[src/rtl/edge_period_sequencer_pkg.sv]
// Shared constants for the edge period sequencer: FSM state encoding and default widths.
package edge_period_sequencer_pkg;

    localparam int          DEF_CNT_W   = 24;
    localparam int          DEF_SUM_W   = 32;
    localparam int          DEF_NPER_W  = 8;
    localparam int unsigned DEF_TIMEOUT = 32'd16777215;

    typedef logic [1:0] state_t;

    localparam state_t ST_IDLE    = 2'd0;
    localparam state_t ST_ARM     = 2'd1;
    localparam state_t ST_MEASURE = 2'd2;
    localparam state_t ST_FINISH  = 2'd3;

endpackage

[src/rtl/edge_period_sequencer_counter.sv]
// Per-interval cycle counter: clear, reload to 1 on an edge, otherwise count up and
// stick at the timeout limit so it can never wrap.
module edge_period_sequencer_counter #(
    parameter int          CNT_W   = 24,
    parameter int unsigned TIMEOUT = 32'd16777215
) (
    input  logic             sclk,
    input  logic             rst,
    input  logic             clear,
    input  logic             load_one,
    input  logic             enable,
    output logic [CNT_W-1:0] cnt,
    output logic             at_limit
);

    localparam logic [CNT_W-1:0] LIMIT = CNT_W'(TIMEOUT);

    always_ff @(posedge sclk) begin
        if (rst) begin
            cnt <= '0;
        end else if (clear) begin
            cnt <= '0;
        end else if (load_one) begin
            cnt <= CNT_W'(1);
        end else if (enable && (cnt != LIMIT)) begin
            cnt <= cnt + CNT_W'(1);
        end
    end

    assign at_limit = (cnt == LIMIT);

endmodule

[src/rtl/edge_period_sequencer.sv]
// Times N consecutive edge-to-edge intervals of the squared input and reports their
// saturated sum, with a timeout when edges stop arriving.
module edge_period_sequencer
    import edge_period_sequencer_pkg::*;
#(
    parameter int          CNT_W   = DEF_CNT_W,
    parameter int          SUM_W   = DEF_SUM_W,
    parameter int          NPER_W  = DEF_NPER_W,
    parameter int unsigned TIMEOUT = DEF_TIMEOUT
) (
    input  logic              sclk,
    input  logic              rst,
    input  logic              start,
    input  logic [NPER_W-1:0] cfg_num_periods,
    input  logic              rising_edge,
    output logic              busy,
    output logic              done,
    output logic              timeout_err,
    output logic [SUM_W-1:0]  period_sum,
    output logic [NPER_W-1:0] periods_done
);

    // One spare bit above the wider operand so the saturation test sees any carry.
    localparam int               ACC_W   = ((SUM_W > CNT_W) ? SUM_W : CNT_W) + 1;
    localparam logic [ACC_W-1:0] SUM_MAX = ACC_W'({SUM_W{1'b1}});

    state_t            state;
    logic [NPER_W-1:0] num_target;
    logic [CNT_W-1:0]  cnt;
    logic              cnt_at_limit;
    logic              cnt_clear;
    logic              cnt_load_one;
    logic              cnt_enable;
    logic [ACC_W-1:0]  sum_wide;
    logic [SUM_W-1:0]  sum_sat;
    logic              last_period;

    edge_period_sequencer_counter #(
        .CNT_W   (CNT_W),
        .TIMEOUT (TIMEOUT)
    ) u_counter (
        .sclk     (sclk),
        .rst      (rst),
        .clear    (cnt_clear),
        .load_one (cnt_load_one),
        .enable   (cnt_enable),
        .cnt      (cnt),
        .at_limit (cnt_at_limit)
    );

    always_comb begin
        cnt_clear    = 1'b0;
        cnt_load_one = 1'b0;
        cnt_enable   = 1'b0;
        case (state)
            ST_IDLE: cnt_clear = start;
            ST_ARM, ST_MEASURE: begin
                cnt_load_one = rising_edge;
                cnt_enable   = 1'b1;
            end
            default: ;
        endcase
    end

    assign sum_wide    = ACC_W'(period_sum) + ACC_W'(cnt);
    assign sum_sat     = (sum_wide > SUM_MAX) ? SUM_MAX[SUM_W-1:0] : sum_wide[SUM_W-1:0];
    assign last_period = ((periods_done + NPER_W'(1)) == num_target);

    // done and busy change on the edge that enters FINISH, so done is high exactly in FINISH.
    always_ff @(posedge sclk) begin
        if (rst) begin
            state        <= ST_IDLE;
            busy         <= 1'b0;
            done         <= 1'b0;
            timeout_err  <= 1'b0;
            period_sum   <= '0;
            periods_done <= '0;
            num_target   <= '0;
        end else begin
            done <= 1'b0;
            case (state)
                ST_IDLE: begin
                    if (start) begin
                        num_target   <= (cfg_num_periods == '0) ? NPER_W'(1) : cfg_num_periods;
                        period_sum   <= '0;
                        periods_done <= '0;
                        timeout_err  <= 1'b0;
                        busy         <= 1'b1;
                        state        <= ST_ARM;
                    end
                end
                ST_ARM: begin
                    if (rising_edge) begin
                        state <= ST_MEASURE;
                    end else if (cnt_at_limit) begin
                        timeout_err <= 1'b1;
                        busy        <= 1'b0;
                        done        <= 1'b1;
                        state       <= ST_FINISH;
                    end
                end
                ST_MEASURE: begin
                    if (rising_edge) begin
                        period_sum   <= sum_sat;
                        periods_done <= periods_done + NPER_W'(1);
                        if (last_period) begin
                            busy  <= 1'b0;
                            done  <= 1'b1;
                            state <= ST_FINISH;
                        end
                    end else if (cnt_at_limit) begin
                        timeout_err <= 1'b1;
                        busy        <= 1'b0;
                        done        <= 1'b1;
                        state       <= ST_FINISH;
                    end
                end
                ST_FINISH: state <= ST_IDLE;
                default:   state <= ST_IDLE;
            endcase
        end
    end

endmodule

[config.mk]
export PLATFORM = sky130hd
export DESIGN_NAME = edge_period_sequencer
export DESIGN_NICKNAME = d
export VERILOG_FILES = /design/src/rtl/edge_period_sequencer_pkg.sv /design/src/rtl/edge_period_sequencer_counter.sv /design/src/rtl/edge_period_sequencer.sv
export SDC_FILE = /design/constraint.sdc
export NUM_CORES = 1
export LEC_CHECK = 0
export ABC_AREA = 1
export CORE_ASPECT_RATIO = 0.7
export CORE_MARGIN = 2
export CORE_UTILIZATION = 40
export CTS_BUF_LIST = sky130_fd_sc_hd__clkbuf_16
export CTS_CLUSTER_DIAMETER = 50
export DETAILED_ROUTE_END_ITERATION = 8
export PLACE_DENSITY_LB_ADDON = 0.05
export SYNTH_ARGS = -nofsm -noshare
export SYNTH_HDL_FRONTEND = slang
export SYNTH_SLANG_ARGS = --single-unit
[constraint.sdc]
create_clock -name sclk -period 1.9 [get_ports sclk]
set_input_delay 0.38 -clock sclk [delete_from_list [all_inputs] [get_ports sclk]]
set_output_delay 0.38 -clock sclk [all_outputs]
set_load 0.05 [all_outputs]
# [After elaboration in Yosys (flattened, before gate mapping)]
# Cells that the tools add are included.
[totals] regBits=77 input_bits=12 out_inout_bits=43 word_cells=74
[op_classes] n_addsub=3 n_lt_le_gt_ge=1 n_eq_ne=12 n_mux=34 reduce_logical=15
[ops] cell="$mux 32" n=3
[ops] cell="$pmux 32 s2" n=1
[ops] cell="$add 32x24->33" n=1
[ops] cell="$gt 33x32->1 const B" n=1
[ops] cell="$add 24x1->24 const B" n=1
[ops] cell="$eq 24x24->1 const B" n=1
[ops] cell="$mux 8" n=3
[ops] cell="$ne 24x24->1 const B" n=1
[ops] cell="$mux 1" n=17
[ops] cell="$pmux 8 s2" n=1
[ops] cell="$mux 2" n=5
[ops] cell="$add 8x1->8 const B" n=1
[ops] cell="$eq 8x8->1" n=1
[ops] cell="$logic_not 8->1" n=1
[ops] cell="$ne 2x2->1 const B" n=4
[ops] cell="$pmux 2 s4" n=1
[ops] cell="$reduce_and 4->1" n=2
[ops] cell="$reduce_bool 2->1" n=3
[ops] cell="$eq 2x2->1 const B" n=2
[ops] cell="$pmux 1 s2" n=2
[ops] cell="$reduce_and 2->1" n=2
[ops] cell="$reduce_or 2->1" n=2
[ops] cell="$ne 3x3->1 const B" n=1
[ops] cell="$pmux 1 s3" n=1
[ops] cell="other kinds (7)" n=7

# [Longest topological paths before layout]
# Gate-level depths: netlist of the first run.
[depth] depth_word=6 mapped_depth=16 ltp_nobuf=16

# [Cells and area by module]
# A second synthesis of the first run with hierarchy kept.
[unflattened] cells_unflattened=999 hier_area_um2=5924.4
[by_module_without_submodules] mod="edge_period_sequencer" n_inst=1 cells_per_inst=771 area_each_um2=4416.7 seq_area_each_um2=1061.0
[by_module_without_submodules] mod="edge_period_sequencer_counter" n_inst=1 cells_per_inst=228 area_each_um2=1507.7 seq_area_each_um2=480.5

# [Worst setup path after synthesis of the first run]
# Ideal clock, no wire load.
[synth_path] path_kind="reg-to-reg" startpoint="register period_sum[0]" endpoint="register period_sum[17]" setup_ns=0.070 arrival_time_ns=2.358 required_ns=1.830 slack_ns=-0.528 stages_incl_launch_ff=16 path_buffers=1 period_less_slack_ns=2.428 cell_sequence="dfxtp_1 > ha_1 > inv_1 > fa_1 > inv_1 > nand3_1 > nand2_1 > nand2_1 > nand2_1 > nand3_1 > nand3b_2 > nand2_4 > buf_6 > nand3_1 > nand2_1 > a21oi_1"
[synth_between] elab_chain_len=5
[synth_rtl] item="start, declared" line="edge_period_sequencer.sv:19" text="output logic [SUM_W-1:0] period_sum,"
[synth_rtl] item="start signal, assigned" line="edge_period_sequencer.sv:104" text="period_sum <= sum_sat;"
[synth_rtl] item="$add 32x24->33 (*)" line="edge_period_sequencer.sv:65" text="assign sum_wide = ACC_W'(period_sum) + ACC_W'(cnt);"
[synth_rtl] item="$gt 33x32->1" line="edge_period_sequencer.sv:66" text="assign sum_sat = (sum_wide > SUM_MAX) ? SUM_MAX[SUM_W-1:0] : sum_wide[SUM_W-1:0];"
[synth_rtl] item="$mux 32 (*)" line="edge_period_sequencer.sv:66"
[synth_rtl] item="$mux 32 (*)" line="edge_period_sequencer.sv:103" text="if (rising_edge) begin"
[synth_rtl] item="$pmux 32 s2 (*)" line="edge_period_sequencer.sv:81" text="case (state)"
# Mark *: on every way between the ends. The rest lies on a longest branch, timed or not. The select of a mux whose other input is x is not followed.
# A chain may end at the register's enable or synchronous reset.

# [Worst setup path in the final report of the first run]
[layout_path] startpoint="register u_counter.cnt[0]" endpoint="register period_sum[17]"
[layout_between] elab_chain_len=5
[layout_rtl] item="start, declared" line="edge_period_sequencer_counter.sv:12" text="output logic [CNT_W-1:0] cnt,"
[layout_rtl] item="start signal, assigned" line="edge_period_sequencer_counter.sv:26" text="cnt <= cnt + CNT_W'(1);"
[layout_rtl] item="$add 32x24->33 (*)" line="edge_period_sequencer.sv:65"
[layout_rtl] item="$gt 33x32->1" line="edge_period_sequencer.sv:66"
[layout_rtl] item="$mux 32 (*)" line="edge_period_sequencer.sv:66"
[layout_rtl] item="$mux 32 (*)" line="edge_period_sequencer.sv:103"
[layout_rtl] item="$pmux 32 s2 (*)" line="edge_period_sequencer.sv:81"
# Marks and branches as above.

==> results.toml, run 1 <==
[run_status]
status = "finished with violations"
violations = "setup timing"

[logic_synthesis]
ys_seq_elements = 77
syn_avg_cell_area_um2 = 6.106
synth_xor_area_frac = 0.04133
async_flop_share = 0
netlist_area_um2 = 5722
yosys-mux-area-fraction = 0
synth_top_family_by_area = "simple AND/OR/NAND/NOR gates"
postSynthNetCount = 980
seq_area_frac_synth = 0.2694
synth_adder_area_share = 0.06910
synth_compound_area_frac = 0.1360
synth_cell_types = 39
synth_edf_count = 0
yosys.area_share.simple = 0.3720
yosysWarnings = 0
ys.flop_type = "dfxtp_1"
synthCells = 937

[route]
drc = 0
vias = 6594
vias_per_cell = 4.943
finalWirelength_mm = 18.99
post_drt_wl_per_cell_um = 14.24
ant_nets = 0
firstDrtPassIters = 6
drt_iter0_drc = 468

[floorplanning]
io_pins = 55
die_x_um = 147.0
die_h_um = 104.1
start_util = 0.4098
row_count = 36
die_area_um2 = 15290
core_um2 = 13960

[finish]
nFillCells = 1346
antenna_cells = 0
drive_gt1_frac = 0.3462
final_cell_count_no_fill = 1334
fin_nets = 1182
area_growth_pct = 49.84
final_area_um2 = 8573

[timing]
timing.final.crit_share = 1.076
worst_pin_slew_ns = 0.5339
maxSlewViolCount = 0
rsz0062_at_grt = "yes"
worst_clock_skew_ns = 0.009829
relSlewSlack = 0.6440
setup_ws_ns = -0.1447
hold_ws_ns = 0.4525
max_freq_mhz = 489.1
setup_viol = 32
fin_crit_ns = 2.045
hold_viol_final = 0

[place]
place_area_um2 = 7506
port-buffer-count = 54
dpl_worst_slack_ns = -0.2125
dp_hpwl_mm = 14.06
place.gp.congestion = 0.8977
dp.cells = 1305

[cts]
clk_path_buf_depth = 2
cts-hold-fix-buffers = 0
clock-sinks = 77
worstSkewPairLatency_ns = 0.35
cts.htree.levels = 3
path_clk_slew_ns = 0.07
root_buffer = "clkbuf_16"
cts_tree = "built"
cts_buffers = 9

[worst_hold_path]
hold_class = "reg -> reg"

[grt]
gr-usage-all-layers = 0.2415
grt_remaining_overflow = 0
grt_max_degree = 43
grt_pass1_wl_mm = 29.66
grt_pass1_vias = 5894
antenna_found_initial = 0

[power]
vdd_ir_drop_max_mv = 0.4582
power.leakage_nw = 4.066
power_density_nw_per_um2 = 509.5

[setup_path]
criticalPathCategory = "reg -> reg"
crit_arrival_ns = 2.31
worstSetupEndpointType = "flop"
crit_path_start_kind = "flop"
critPathRequiredTime_ns = 2.17
critPathMaxFanout = 6

[flow_run]
max-cap-violations = 0
layer usage:
metal / wire [um] / vias to the layer above / share of wire / global-route usage
li1: - / 3407 / - / -
met1: 9839 / 3009 / 0.52 / 0.3754
met2: 8035 / 158 / 0.42 / 0.3501
met3: 936 / 20 / 0.049 / 0.03991
met4: 178 / 0 / 0.0094 / 0.04190
met5: 0 / - / 0 / 0
what timing repair did:
action	CTS	global route
resized for setup	36	148
cloned	1	1
pin swaps	5	33
setup endpoints to repair	42	66
setup buffers	3	10
synthesized netlist by cell type (2+ instances only):
library cell	n	area (um2)
ha_1	30	375.4
a21oi_1	85	425.4
and3_1	3	18.77
a211oi_1	3	22.52
xor2_1	20	175.2
a21o_1	2	15.01
o21a_1	3	22.52
inv_1	133	499.2
o21ai_0	32	160.2
inv_2	4	15.01
nor4_1	6	37.54
buf_2	4	20.02
buf_6	3	33.78
nand3_1	73	365.4
nand2_2	6	37.54
nor2_1	74	277.8
nand2_4	2	22.52
dfxtp_1	77	1541
nand4_1	9	56.30
nand3_2	4	40.04
clkbuf_1	13	48.80
nor2_2	3	18.77
o21ai_1	10	50.05
nor3b_1	3	22.52
o21bai_1	8	60.06
xnor2_1	7	61.31
nand2_1	287	1077
nor3_1	21	105.1
buf_4	2	15.01
metrics by stage:
step / TNS [ns] / util / total power, W
final: -3.003 / 0.6140 / 0.004368
after global routing: -7.740 / 0.6140 / 0.004560
after CTS: -1.788 / 0.5685 / 0.004179
after detailed placement: -5.506 / 0.5375 / 0.002551
after global placement: -3.733 / 0.5375 / 0.002551
after floorplan: -2.282 / - / 0.002204
report_power, final:
part	internal, W	switching, W
clock network	0.000878	0.000746
registers	0.00166	0.0000318
logic	0.000477	0.000577
total	0.00301	0.00136
cells by family (layout without fill, tap and decap cells):
family	after synthesis	count (layout)
adders and majority gates	31	31
AOI/OAI and AO/OA	146	146
DFF	77	77
and+or+nand+nor	495	495
xor gates and xnor gates	27	27
buffers and inverters	161	368
state kept, by name (all words and copies together) (netlist names):
signal and cells:
u_counter.cnt 24, state 2, timeout_err 1, busy 1
done 1, num_target 8, periods_done 8, period_sum 32
worst paths after layout:
check | from | endpoint | slack (ns) | depth (start not counted)
max | u_counter.cnt[0] | period_sum[17] | -0.14 | 15
min | timeout_err | timeout_err | 0.45 | 2
max reg2reg | u_counter.cnt[0] | period_sum[17] | -0.14 | 15
min reg2reg | timeout_err | timeout_err | 0.45 | 2
placed cells by master, fill, tap and decap left out, types with 10 or more instances in the layout:
| cell type | instances |
|---|---|
| buf_4 | 177 |
| clkbuf_16 | 10 |
| nor3_1 | 15 |
| nand3_2 | 11 |
| dfxtp_1 | 31 |
| nand2_2 | 34 |
| clkdlybuf4s50_1 | 13 |
| a21oi_1 | 67 |
| nand3_1 | 62 |
| o21ai_2 | 14 |
| nor2_1 | 64 |
| ha_1 | 17 |
| a21oi_2 | 18 |
| buf_6 | 11 |
| inv_1 | 129 |
| nand2_1 | 257 |
| o21ai_1 | 10 |
| xor2_1 | 17 |
| ha_4 | 11 |
| o21ai_0 | 18 |
| dfxtp_2 | 37 |
worst max-delay path, cell delays in order, from the launching register on:
cell and delay [ns]:
dfxtp_4 0.36, ha_4 0.13, inv_2 0.03, fa_2 0.35, inv_2 0.07, nand3_2 0.06
nand2_2 0.09, nand2_2 0.07, nand2_4 0.09, nand3_4 0.08, nand3b_4 0.12, nand2_8 0.09
buf_4 0.17, nand3_1 0.07, nand2_1 0.06, a21oi_2 0.14
final cells by class:
cell class,instances,area (um2),share of cell area
timing repair inverter,1,16.27,0.001897
clock inverter,7,40.04,0.004670
sequential,77,1622,0.1891
clock buffer,9,225.2,0.02627
multi-input combinational,699,4129,0.4816
tap,190,237.7,0.02773
inverter,139,539.3,0.06290
timing repair buffer,212,1764,0.2058
Power figures use the tool's default switching activity.
==> inputs of run 2 (changes only) <==
==> constraint.sdc (replaced) <==
create_clock -name sclk -period 1.9 [get_ports sclk]
set_input_delay 0.57 -clock sclk [delete_from_list [all_inputs] [get_ports sclk]]
set_output_delay 0.57 -clock sclk [all_outputs]
set_load 0.05 [all_outputs]
==> results.toml, run 2 (synthesized netlist as in run 1, its figures left out) <==
[cts]
worstSkewPairLatency_ns = 0.35
root_buffer = "clkbuf_16"
cts.htree.levels = 3
cts-hold-fix-buffers = 0
cts_buffers = 9
clk_path_buf_depth = 2
path_clk_slew_ns = 0.06
cts_tree = "built"
clock-sinks = 77

[floorplanning]
die_area_um2 = 15290
row_count = 36
die_h_um = 104.1
die_x_um = 147.0
io_pins = 55
start_util = 0.4098
core_um2 = 13960

[worst_hold_path]
hold_class = "reg -> reg"
whs_path_depth = 2

[timing]
finalSetupTns_ns = -1.289
rsz0062_at_grt = "yes"
fin_crit_ns = 1.994
relSlewSlack = 0.6345
setup_viol = 30
hold_viol_final = 0
setup_ws_ns = -0.09417
max_freq_mhz = 501.5
timing.final.crit_share = 1.050
worst_clock_skew_ns = 0.01280
worst_pin_slew_ns = 0.5483
maxSlewViolCount = 0

[setup_path]
criticalPathCategory = "reg -> reg"
critPathRequiredTime_ns = 2.16
crit_arrival_ns = 2.25
crit_path_start_kind = "flop"
ff2ff_path_depth = 15
critPathMaxFanout = 4
worstSetupEndpointType = "flop"

[grt]
grt_max_degree = 43
grt_pass1_wl_mm = 29.90
grt_pass1_vias = 5999
gr-usage-all-layers = 0.2422
grt_remaining_overflow = 0
antenna_found_initial = 0

[power]
power.leakage_nw = 4.069
power_density_nw_per_um2 = 485.6
vdd_ir_drop_max_mv = 0.4028

[run_status]
violations = "setup timing"
status = "finished with violations"

[route]
ant_nets = 0
drc = 0
vias_per_cell = 4.909
firstDrtPassIters = 5
finalWirelength_mm = 18.51
drt_iter0_drc = 488
post_drt_wl_per_cell_um = 13.89
vias = 6539

[finish]
layout_common_cells = "nand2_1 (265), buf_4 (177), inv_1 (131)"
fin_nets = 1180
drive_gt1_frac = 0.3214
top_regs = "period_sum (32), u_counter.cnt (24)"
final_cell_count_no_fill = 1332
final_area_um2 = 8497
final_core_util = 0.6085
final_common_cell = "nand2_1"
largest_reg_flops = 32
top_register = "period_sum"
antenna_cells = 0
area_growth_pct = 48.50

[place]
dp_hpwl_mm = 13.84
port-buffer-count = 54
dpl_worst_slack_ns = -0.2336
dp.cells = 1310
place.gp.congestion = 0.8916
place_area_um2 = 7719

[flow_run]
max-cap-violations = 0
==> run 2: layout make-up <==
class | count | area [um2]
Sequential cell | 77 | 1597
Inverter | 139 | 529.3
Multi-Input combinational cell | 699 | 3999
Timing Repair Buffer | 211 | 1868
Clock inverter | 7 | 41.29
Clock buffer | 9 | 225.2
Fill cell | 1324 | 5466
Tap cell | 190 | 237.7
==> run 2: layer usage <==
| metal | wire [um] | track usage | share of wire | up-vias |
|---|---|---|---|---|
| met5 | 0 | 0 | 0 | - |
| met3 | 916 | 0.04254 | 0.049 | 15 |
| met2 | 7763 | 0.3558 | 0.42 | 130 |
| met1 | 9643 | 0.3674 | 0.52 | 2997 |
| li1 | - | - | - | 3397 |
| met4 | 184 | 0.05220 | 0.0099 | 0 |
==> run 2: critical path: stages (launching register included) <==
cell and delay [ns]:
dfxtp_2 0.35, ha_4 0.14, inv_2 0.04, fa_2 0.34, inv_2 0.06, nand3_2 0.06, nand2_2 0.09, nand2_2 0.05
nand2_2 0.09, nand3_2 0.09, nand3b_4 0.12, nand2_8 0.08, buf_4 0.17, nand2_1 0.06, nand2_1 0.05, a21oi_1 0.15
==> run 2: power breakdown <==
group / total, W / switching, W / internal (W)
sequential: 0.00169 / 0.0000305 / 0.00166
combinational: 0.000828 / 0.000504 / 0.000323
clock: 0.00161 / 0.000729 / 0.000876
total: 0.00413 / 0.00126 / 0.00286
==> run 2: path summary, 6_finish.rpt <==
kind	slack, ns	endpoint	from
worst max-delay path	-0.09	period_sum[1]	u_counter.cnt[0]
worst min-delay path	0.45	timeout_err	timeout_err
worst max register to register	-0.09	period_sum[1]	u_counter.cnt[0]
worst min register to register	0.45	timeout_err	timeout_err
==> run 2: stage by stage <==
step / hold WS [ns] / total power [W]
after floorplan: 0.4442 / 0.002204
after global placement: 0.4452 / 0.002523
after detailed placement: 0.4447 / 0.002524
after CTS: 0.4568 / 0.004136
after global routing: 0.4694 / 0.004321
final: 0.4501 / 0.004126
==> run 2: timing repair <==
item                                    CTS  global route
endpoints found under the setup margin   48            67
resized for setup                        35            79
gates cloned                              0             1
buffers inserted                          4             1
pin swaps                                 6            17
==> inputs of run 3 (changes only) <==
Settings changed: PLACE_DENSITY set to 0.62, PLACE_DENSITY_LB_ADDON 0.05 to unset.
==> results.toml, run 3 (synthesized netlist as in run 1, its figures left out) <==
[route]
post_drt_wl_per_cell_um = 13.22
drc = 0
firstDrtPassIters = 6
drt_iter0_drc = 492
ant_nets = 0
vias = 6417
finalWirelength_mm = 17.57
vias_per_cell = 4.828

[flow_run]
max-cap-violations = 0

[floorplanning]
die_x_um = 147.0
die_h_um = 104.1
start_util = 0.4098
io_pins = 55
core_um2 = 13960
row_count = 36
die_area_um2 = 15290

[timing]
relSlewSlack = 0.5960
hold_viol_final = 0
worst_pin_slew_ns = 0.6014
fin_crit_ns = 2.050
rsz0062_at_grt = "yes"
setup_viol = 32
worst_clock_skew_ns = 0.009374
setup_ws_ns = -0.1500
timing.final.crit_share = 1.079
max_freq_mhz = 487.8
maxSlewViolCount = 0

[cts]
cts-hold-fix-buffers = 0
cts_tree = "built"
clk_path_buf_depth = 2
worstSkewPairLatency_ns = 0.34
path_clk_slew_ns = 0.07
clock-sinks = 77
cts.htree.levels = 3
root_buffer = "clkbuf_16"
cts_buffers = 9

[power]
power_w = 0.004539
vdd_ir_drop_max_mv = 0.5108
power_density_nw_per_um2 = 536.1
power.leakage_nw = 4.130

[run_status]
status = "finished with violations"
violations = "setup timing"

[setup_path]
critPathRequiredTime_ns = 2.17
slowest_stage = "ha_1"
crit_path_frequent_cell = "nand2_1"
path_buf_inv = 2
crit_path_start_kind = "flop"
crit_arrival_ns = 2.32
critPathMaxFanout = 6
worstSetupEndpointType = "flop"
critical_path.cell_chain = "ha_1 > nand2_1 > inv_1 > nand2_1 > nor3_2 > nand3_2 > nand3b_4 > nand2_8 > buf_6 > nand3_2 > nand2_1 > a21oi_2"
cpPeakStageDelay_ns = 0.38
criticalPathCategory = "reg -> reg"
crit_family = "simple AND/OR/NAND/NOR gates"

[place]
dp_hpwl_mm = 13.25
dp.cells = 1301
port-buffer-count = 54
dpl_worst_slack_ns = -0.2407
place.gp.congestion = 0.9248

[finish]
fin_nets = 1177
antenna_cells = 0
layout_common_cells = "nand2_1 (271), buf_4 (170), inv_1 (130)"
final_common_cell = "nand2_1"
largest_reg_flops = 32
top_regs = "period_sum (32), u_counter.cnt (24)"
nFillCells = 1318
drive_gt1_frac = 0.3099
final_cell_count_no_fill = 1329
top_register = "period_sum"
area_growth_pct = 48.00

[grt]
grt_remaining_overflow = 0
grt_max_degree = 43
antenna_found_initial = 0
grt_pass1_wl_mm = 28.64
gr-usage-all-layers = 0.2297
grt_pass1_vias = 5750

[worst_hold_path]
hold_class = "reg -> reg"
==> run 3: changes by cell type in the layout (fill, tap and decap cells not counted), sizes merged <==
cell	change
inv	-1
buf	-3
clkinv	-1
clkbuf	-1
bufinv	+2
nand2	+1
==> run 3: timing repair <==
| item | CTS | global route |
|---|---|---|
| pin swaps | 11 | 22 |
| buffers inserted | 7 | 6 |
| setup endpoints to repair | 42 | 61 |
| cloned | 1 | 0 |
| resized for setup | 23 | 91 |
| hold endpoints to repair | 0 | 0 |
==> run 3: routing by layer <==
layer	up-vias	wire, um	track usage
li1	3400	-	-
met1	2839	9129	0.3509
met2	162	7344	0.3364
met3	16	931	0.03728
met4	0	166	0.05014
met5	-	0	0
==> run 3: area by class of cell <==
type / count / area, um2 / area share
Sequential cell: 77 / 1597 / 0.1885
Inverter: 139 / 539.3 / 0.06368
Clock inverter: 7 / 105.1 / 0.01241
Tap cell: 190 / 237.7 / 0.02807
Clock buffer: 9 / 225.2 / 0.02660
Multi-Input combinational cell: 700 / 3946 / 0.4660
Timing Repair Buffer: 207 / 1818 / 0.2147
==> run 3: worst reg2reg max path, stage by stage (launching register included) <==
cell and delay (ns):
dfxtp_2 0.32, ha_1 0.38, nand2_1 0.13, inv_1 0.07, nand2_1 0.08, nor3_2 0.21, nand3_2 0.13, nand3b_4 0.15
nand2_8 0.10, buf_6 0.18, nand3_2 0.05, nand2_1 0.06, a21oi_2 0.12
==> run 3: stage by stage <==
stage	TNS (ns)	hold WS, ns	area [um2]	utilization
floorplan	-2.282	0.4442	5809	-
global placement	-4.081	0.4419	7614	0.5453
detailed placement	-6.842	0.4455	7614	0.5453
CTS	-2.610	0.4612	8118	0.5814
global route	-7.566	0.4915	8468	0.6065
finish	-2.766	0.4546	8468	0.6065
==> run 3: path summary, 6_finish.rpt <==
| path | startpoint | end | cells after the start | slack, ns |
|---|---|---|---|---|
| setup / recovery | period_sum[10] | period_sum[23] | 12 | -0.15 |
| hold reg to reg | timeout_err | timeout_err | 2 | 0.45 |
| hold / removal | timeout_err | timeout_err | 2 | 0.45 |
| setup reg to reg | period_sum[10] | period_sum[23] | 12 | -0.15 |
==> run 3: power by group <==
group,switching (W),internal (W),total [W]
registers,0.0000328,0.00166,0.00169
clock network,0.000773,0.00117,0.00194
logic,0.000536,0.000366,0.000902
total,0.00134,0.00320,0.00454
